--- src/rtl/reg_wb_pkg.sv ---
// Shared parameters, requester indices and request payload for the writeback arbiter.
package reg_wb_pkg;

  localparam int unsigned NREQ = 5;
  localparam int unsigned NWP  = 2;
  localparam int unsigned AW   = 5;
  localparam int unsigned DW   = 32;
  localparam int unsigned NREG = 32;
  localparam int unsigned PW   = $clog2(NREQ);

  localparam int unsigned REQ_MOV  = 0;
  localparam int unsigned REQ_ALU  = 1;
  localparam int unsigned REQ_JUMP = 2;
  localparam int unsigned REQ_FPU  = 3;
  localparam int unsigned REQ_IMM  = 4;

  typedef struct packed {
    logic          valid;
    logic [AW-1:0] addr;
    logic [DW-1:0] data;
  } wb_req_t;

endpackage

--- src/rtl/reg_wb_arbiter_rr_pick.sv ---
// Find-first set bit of an eligibility mask, scanning upward from a rotating pointer.
module rr_pick
  import reg_wb_pkg::*;
(
  input  logic [NREQ-1:0] mask,
  input  logic [PW-1:0]   ptr,
  output logic            found,
  output logic [PW-1:0]   idx
);

  // Scan ptr, ptr+1, ... mod NREQ and keep the first eligible index
  always_comb begin
    int unsigned j;
    j     = 0;
    found = 1'b0;
    idx   = '0;
    for (int unsigned i = 0; i < NREQ; i++) begin
      j = 32'(ptr) + i;
      if (j >= NREQ) j = j - NREQ;
      if (!found && mask[PW'(j)]) begin
        found = 1'b1;
        idx   = PW'(j);
      end
    end
  end

endmodule

--- src/rtl/reg_wb_arbiter.sv ---
// Register-file writeback arbiter: round-robin grant of up to NWP non-conflicting
// writes per cycle into a registered write-port stage, plus pending-write mask.
// Optional feature macro: REG_WB_ZERO_EN (address 0 hard-wired zero, bypassed).
module reg_wb_arbiter
  import reg_wb_pkg::*;
(
  input  logic                 clk,
  input  logic                 reset,
  input  logic [NREQ-1:0]      req_valid,
  input  logic [NREQ*AW-1:0]   req_addr,
  input  logic [NREQ*DW-1:0]   req_data,
  output logic [NREQ-1:0]      req_ready,
  output logic [NWP-1:0]       wp_en,
  output logic [NWP*AW-1:0]    wp_addr,
  output logic [NWP*DW-1:0]    wp_data,
  output logic [NREG-1:0]      pend_mask
);

  wb_req_t              req [NREQ];
  logic [NREQ-1:0]      zero_hit;
  logic [NREQ-1:0]      base_elig;
  logic [NREQ-1:0]      granted;
  logic [NWP-1:0]       pick_found;
  logic [NWP*PW-1:0]    pick_idx;

  logic [PW-1:0]        rr_ptr_q, rr_ptr_d;
  logic [NWP-1:0]       wp_en_q, wp_en_d;
  logic [NWP*AW-1:0]    wp_addr_q, wp_addr_d;
  logic [NWP*DW-1:0]    wp_data_q, wp_data_d;

  // Unpack the flat request buses and flag address-0 bypass requests
  always_comb begin
    for (int unsigned i = 0; i < NREQ; i++) begin
      req[i].valid = req_valid[i];
      req[i].addr  = req_addr[i*AW +: AW];
      req[i].data  = req_data[i*DW +: DW];
`ifdef REG_WB_ZERO_EN
      zero_hit[i]  = req_valid[i] && (req_addr[i*AW +: AW] == '0);
`else
      zero_hit[i]  = 1'b0;
`endif
      base_elig[i] = req[i].valid && !zero_hit[i];
    end
  end

  // Pick chain: each stage drops the previous winner and everything sharing its address
  for (genvar p = 0; p < NWP; p++) begin : g_pick
    logic [NREQ-1:0] mask;
    logic            found;
    logic [PW-1:0]   idx;

    if (p == 0) begin : g_head
      assign mask = base_elig;
    end else begin : g_tail
      // Remove the earlier grant and its same-address competitors
      always_comb begin
        mask = g_pick[p-1].mask;
        for (int unsigned i = 0; i < NREQ; i++) begin
          if (g_pick[p-1].found && (req[i].addr == req[g_pick[p-1].idx].addr)) begin
            mask[i] = 1'b0;
          end
        end
      end
    end

    rr_pick u_pick (
      .mask  (mask),
      .ptr   (rr_ptr_q),
      .found (found),
      .idx   (idx)
    );

    assign pick_found[p]          = found;
    assign pick_idx[p*PW +: PW]   = idx;
  end

  // Combinational handshake: arbitration winners plus zero-register bypass, gated by reset
  always_comb begin
    granted = '0;
    for (int unsigned p = 0; p < NWP; p++) begin
      if (pick_found[p]) granted[pick_idx[p*PW +: PW]] = 1'b1;
    end
    req_ready = reset ? '0 : (granted | zero_hit);
  end

  // Next output stage and round-robin pointer from this cycle's grants
  always_comb begin
    logic [PW-1:0] sel;
    sel       = '0;
    wp_en_d   = '0;
    wp_addr_d = wp_addr_q;
    wp_data_d = wp_data_q;
    rr_ptr_d  = rr_ptr_q;
    for (int unsigned p = 0; p < NWP; p++) begin
      sel = pick_idx[p*PW +: PW];
      if (pick_found[p]) begin
        wp_en_d[p]            = 1'b1;
        wp_addr_d[p*AW +: AW] = req[sel].addr;
        wp_data_d[p*DW +: DW] = req[sel].data;
        rr_ptr_d              = (sel == PW'(REQ_IMM)) ? PW'(REQ_MOV) : sel + PW'(1);
      end
    end
  end

  // State registers; reset drops any in-flight write
  always_ff @(posedge clk) begin
    if (reset) begin
      rr_ptr_q  <= '0;
      wp_en_q   <= '0;
      wp_addr_q <= '0;
      wp_data_q <= '0;
    end else begin
      rr_ptr_q  <= rr_ptr_d;
      wp_en_q   <= wp_en_d;
      wp_addr_q <= wp_addr_d;
      wp_data_q <= wp_data_d;
    end
  end

  // Pending-write mask decoded from the output stage only
  always_comb begin
    pend_mask = '0;
    for (int unsigned p = 0; p < NWP; p++) begin
      if (wp_en_q[p]) pend_mask[wp_addr_q[p*AW +: AW]] = 1'b1;
    end
  end

  assign wp_en   = wp_en_q;
  assign wp_addr = wp_addr_q;
  assign wp_data = wp_data_q;

endmodule

--- config.mk ---
export PLATFORM = sky130hd
export DESIGN_NAME = reg_wb_arbiter
export DESIGN_NICKNAME = d
export VERILOG_FILES = /design/src/rtl/reg_wb_pkg.sv /design/src/rtl/reg_wb_arbiter_rr_pick.sv /design/src/rtl/reg_wb_arbiter.sv
export SDC_FILE = /design/constraint.sdc
export NUM_CORES = 1
export LEC_CHECK = 0
export CORE_UTILIZATION = 45
export DETAILED_ROUTE_END_ITERATION = 8
export GPL_TIMING_DRIVEN = 0
export PLACE_DENSITY = 0.93
export RECOVER_POWER = 100
export REMOVE_ABC_BUFFERS = 1
export SLEW_MARGIN = 30
export SYNTH_ARGS = -nofsm -noshare
export SYNTH_HDL_FRONTEND = slang
export SYNTH_SLANG_ARGS = --single-unit
--- constraint.sdc ---
create_clock -name clk -period 12.65 [get_ports clk]
set_clock_uncertainty 0.15 [all_clocks]
set_input_delay 1.8975 -clock clk [delete_from_list [all_inputs] [get_ports clk]]
set_output_delay 1.8975 -clock clk [all_outputs]
set_load 0.01 [all_outputs]
==> summary.txt <==
Clock network
  • Clock tree from TritonCTS: built
  • Number of H-tree levels: 3
  • Cells resized by post-CTS repair: 0
  • Post-CTS Repair Setup Buffers: 0
  • Clock root buffer: clkbuf_16
  • Cts hold-fix bufs: 0
  • Later-pin clock latency in the skew report: 0.35 ns
  • TritonCTS buffer count: 9
  • Clk pin slew, worst setup/hold paths: around 0.07 ns
  • Buffer levels on the longest clock path: 2
  • Count of clock tree sinks: between 70 and 80

Timing
  • Post-route fraction of the period consumed by the critical path: 0.970
  • Fmax: 0.0815 GHz
  • Number of failing setup endpoints in the final timing report: 0
  • Remaining max-slew budget at the tightest pin: -0.969
  • Worst slew pin tran: 2.95 ns
  • Worst Hold Slack: roughly 0.33 ns
  • Number of hold violations in the final report: 0
  • RSZ-0062 raised after global routing: no
  • Max-slew violation count: 58
  • Period minus WS final: between 10 and 15 ns

Critical path
  • R2r endpoint: rr_ptr_q[2]
  • Required @ worst endpoint: 10.60 ns
  • Cell with the largest stage delay on the worst path: o21bai_1
  • Crit-path cells: clkdlybuf4s50_1 -> inv_1 -> nor4_1 -> or4_1 -> o21ai_0 -> a21boi_0 -> o21bai_1 -> a31oi_1 -> o21ai_0 -> a31oi_1 -> nor4_1 -> nand4_1 -> a32o_1 -> a221o_1 -> nor3_1 -> nand3_4 -> nand2_4 -> inv_2 -> nand3_1 -> a21oi_1 -> clkdlybuf4s50_1
  • Crit path launch type: input port
  • Worst setup path startpoint: req_valid[3]
  • Critical register-to-register path startpoint: rr_ptr_q[0]
  • Levels on crit path: 21
  • Reg2reg setup slack: approximately 2.9 ns
  • Top Family by Delay on Critical Path: simple AND/OR/NAND/NOR gates
  • Highest cell delay on the worst timing path: between 0.7 and 0.8 ns
  • Worst path buffer plus inverter count: 4
  • Setup crit end: req_ready[2]
  • Largest driver fanout on the critical path: between 40 and 50
  • Count of cells along the worst register-to-register path: 24
  • Kind of critical path: in -> out
  • Element type at the critical path end: output pin
  • Signal arrival time at the worst endpoint: slightly above 10 ns

Synthesis
  • Fraction of synthesis flops using an asynchronous set or reset pin: 0
  • Area fraction in compound gates after synthesis: 0.424
  • Cell area after technology mapping: 8400 um^2
  • Synthesized netlist cell count: between 1k and 1.5k
  • Xor and xnor area share after synthesis: 0.0115
  • Number of storage elements in the synthesis netlist: 79
  • Yosys cell types: between 80 and 90
  • Simple-gate share of the synthesized area: 0.259
  • Post-synth top flop: dfxtp_1
  • Number of synthesized flops with an enable pin: 0
  • Share of cell area taken by muxes after synthesis: 0.0222
  • Combinational family with the most area after synthesis: compound AO/OA/AOI/OAI gates
  • Sequential fraction of the synthesis area: 0.188
  • Post-synthesis share of cell area spent on full adders, half adders and majority gates: 0.0203
  • Syn avg cell area: around 7 um^2
  • Synthesis Warnings: 0

Die
  • Starting utilization of the core area: 0.463
  • Rows: about 50
  • Die Area: 19200 um^2
  • Floorplan die height: ~140 um
  • Horizontal die dimension: around 140 um
  • Number of top-level design ports: 305
  • Placeable Area: 18100 um^2

GRT
  • Overall routing resource usage: 0.382
  • Remaining global-route overflow: 0
  • Global-route wire length before repair: a little under 60000 um
  • Maximum number of pins on one net before global-route repair: 67
  • Via count of the first global-routing pass: 10.9k
  • Antenna violations before repair: 0

Status
  • Result of the run: finished with violations
  • Failing checks: design-rule violations, max-capacitance violations, max-slew violations

Cells and area
  • Synthesis-to-layout area growth: 42.2%
  • Number of fill cells: around 1.6k
  • Share of cells above drive strength 1: 0.0636
  • Count of antenna diodes in the layout: 0
  • # nets final: ~1.6k

Flow run
  • Number of max-cap violations: 1

Route
  • First-pass DRT Iterations: 9
  • Vias per std cell: slightly above 7
  • Starting DRT DRC Count: roughly 1.4k
  • Final wirelength: about 38000 um
  • Final ANT Viol Nets: 0
  • Detailed-route DRC error count: 21
  • Via count: about 12k
  • Average detailed-routed wire length per instance: between 20 and 25 um

Place
  • Port Buf Inserts: about 300
  • Placed wire-length estimate: roughly 27000 um
  • Global placement routability congestion: 0.992

Worst hold path
  • Hold Crit Class: reg -> reg
==> synth_stat cells, types with 32 or more instances <==
master	instances	area, um^2
clkbuf_1	94	353
a21boi_0	33	248
nand2_1	77	289
a211oi_1	69	518
a222oi_1	32	320
o21ai_0	89	445
o22ai_1	36	225
a31oi_1	83	519
nor2_1	110	413
and4_1	38	333
a21oi_1	95	475
dfxtp_1	79	1580
and3_1	37	231
==> layout by cell type, fill, tap and decap left out, drive strengths merged, types with 6 or more instances in the layout <==
cell           Yosys  layout
and3              37      37
a211oi            69      69
nand4             18      18
a2111oi            6       6
a22oi             10      10
dlygate4sd3        0     110
or3b               7       7
nor2             111     111
o21a               8       8
and4              38      38
clkbuf            94      13
dfxtp             79      79
buf               28      21
a222oi            32      32
clkdlybuf4s50      0     193
o31ai             10      10
nand2             78      78
o22ai             41      41
a31oi             83      83
nand3b            13      13
mux2i             10      10
inv               23      23
xnor2              9       9
or3               12      12
a21oi             95      95
o21ai             93      93
and2              10      10
o311a              6       6
nand3             26      26
ha                12      12
nor3              26      26
a21boi            33      33
==> kinds of logic after synthesis <==
kind of cell | after synthesis
compound gates | 526
mux | 16
xor+xnor | 11
fa+ha+maj | 13
flops | 79
simple gates | 406
buf+inv | 145
==> per-layer routing <==
| layer | wire (um) | up-vias | track usage | part of all wire |
|---|---|---|---|---|
| li1 | - | 5130 | - | - |
| met1 | 14000 | 5383 | 0.463 | 0.37 |
| met2 | 17800 | 930 | 0.635 | 0.47 |
| met3 | 4300 | 163 | 0.0653 | 0.11 |
| met4 | 2090 | 0 | 0.228 | 0.055 |
| met5 | 0 | - | 0 | 0 |
==> registers in the layout, indices dropped and copies added, names as in the netlist <==
register / count
wp_data: 64
wp_en: 2
wp_addr: 10
rr_ptr_q: 3
==> per-stage QoR <==
stage                     setup slack (ns)  area [um^2]  std cells   util  setup TNS, ns
final                                0.379        11900       1644  0.658              0
after detailed placement             0.793        11700       1628  0.644              0
after global routing                0.0609        11900       1644  0.658              0
after global placement               -8.90        11200       1607  0.616        -279.64
after floorplan                     -0.937         7860       1074      -          -3.00
after CTS                            0.779        12000       1644  0.661              0
==> area by class of cell <==
| cell class | count | area (um^2) | area share |
|---|---|---|---|
| Clock inverter | 4 | 37.5 | 0.00314 |
| Inverter | 23 | 87.6 | 0.00733 |
| Timing Repair Buffer | 325 | 3430 | 0.287 |
| Tap cell | 229 | 287 | 0.0240 |
| Sequential cell | 79 | 1580 | 0.132 |
| Multi-Input combinational cell | 972 | 6260 | 0.524 |
| Clock buffer | 12 | 267 | 0.0223 |
==> how the worst min path moves through the flow <==
stage	startpoint	endpoint	slack, ns	cells past startpoint
after CTS	wp_data[9]	wp_data[9]	0.35	2
after detailed placement	wp_data[9]	wp_data[9]	0.33	2
final	wp_data[9]	wp_data[9]	0.33	2
after global routing	wp_data[6]	wp_data[6]	0.37	2
after floorplan	wp_data[0]	wp_data[0]	0.38	2
after global placement	wp_data[21]	wp_data[21]	0.32	2
==> worst reg2reg max path: stages (launching register included) <==
cell	delay, ns
dfxtp_2	0.78
inv_1	0.35
ha_1	0.62
and2_1	0.34
and3_1	0.19
or4_1	0.54
o21ai_0	0.48
a21boi_0	0.26
o21bai_1	0.80
a31oi_1	0.16
o21ai_0	0.55
a31oi_1	0.17
nor4_1	0.46
nand4_1	0.36
a32o_1	0.37
a221o_1	0.40
nor3_1	0.39
nand3_4	0.52
nand2_4	0.68
inv_2	0.34
ha_1	0.34
nor2_1	0.11
mux2_2	0.14
o21ai_0	0.08
a21oi_1	0.15
Power is not shown: default switching activity piles up to over one toggle a cycle in this logic, so the estimate is an artifact.
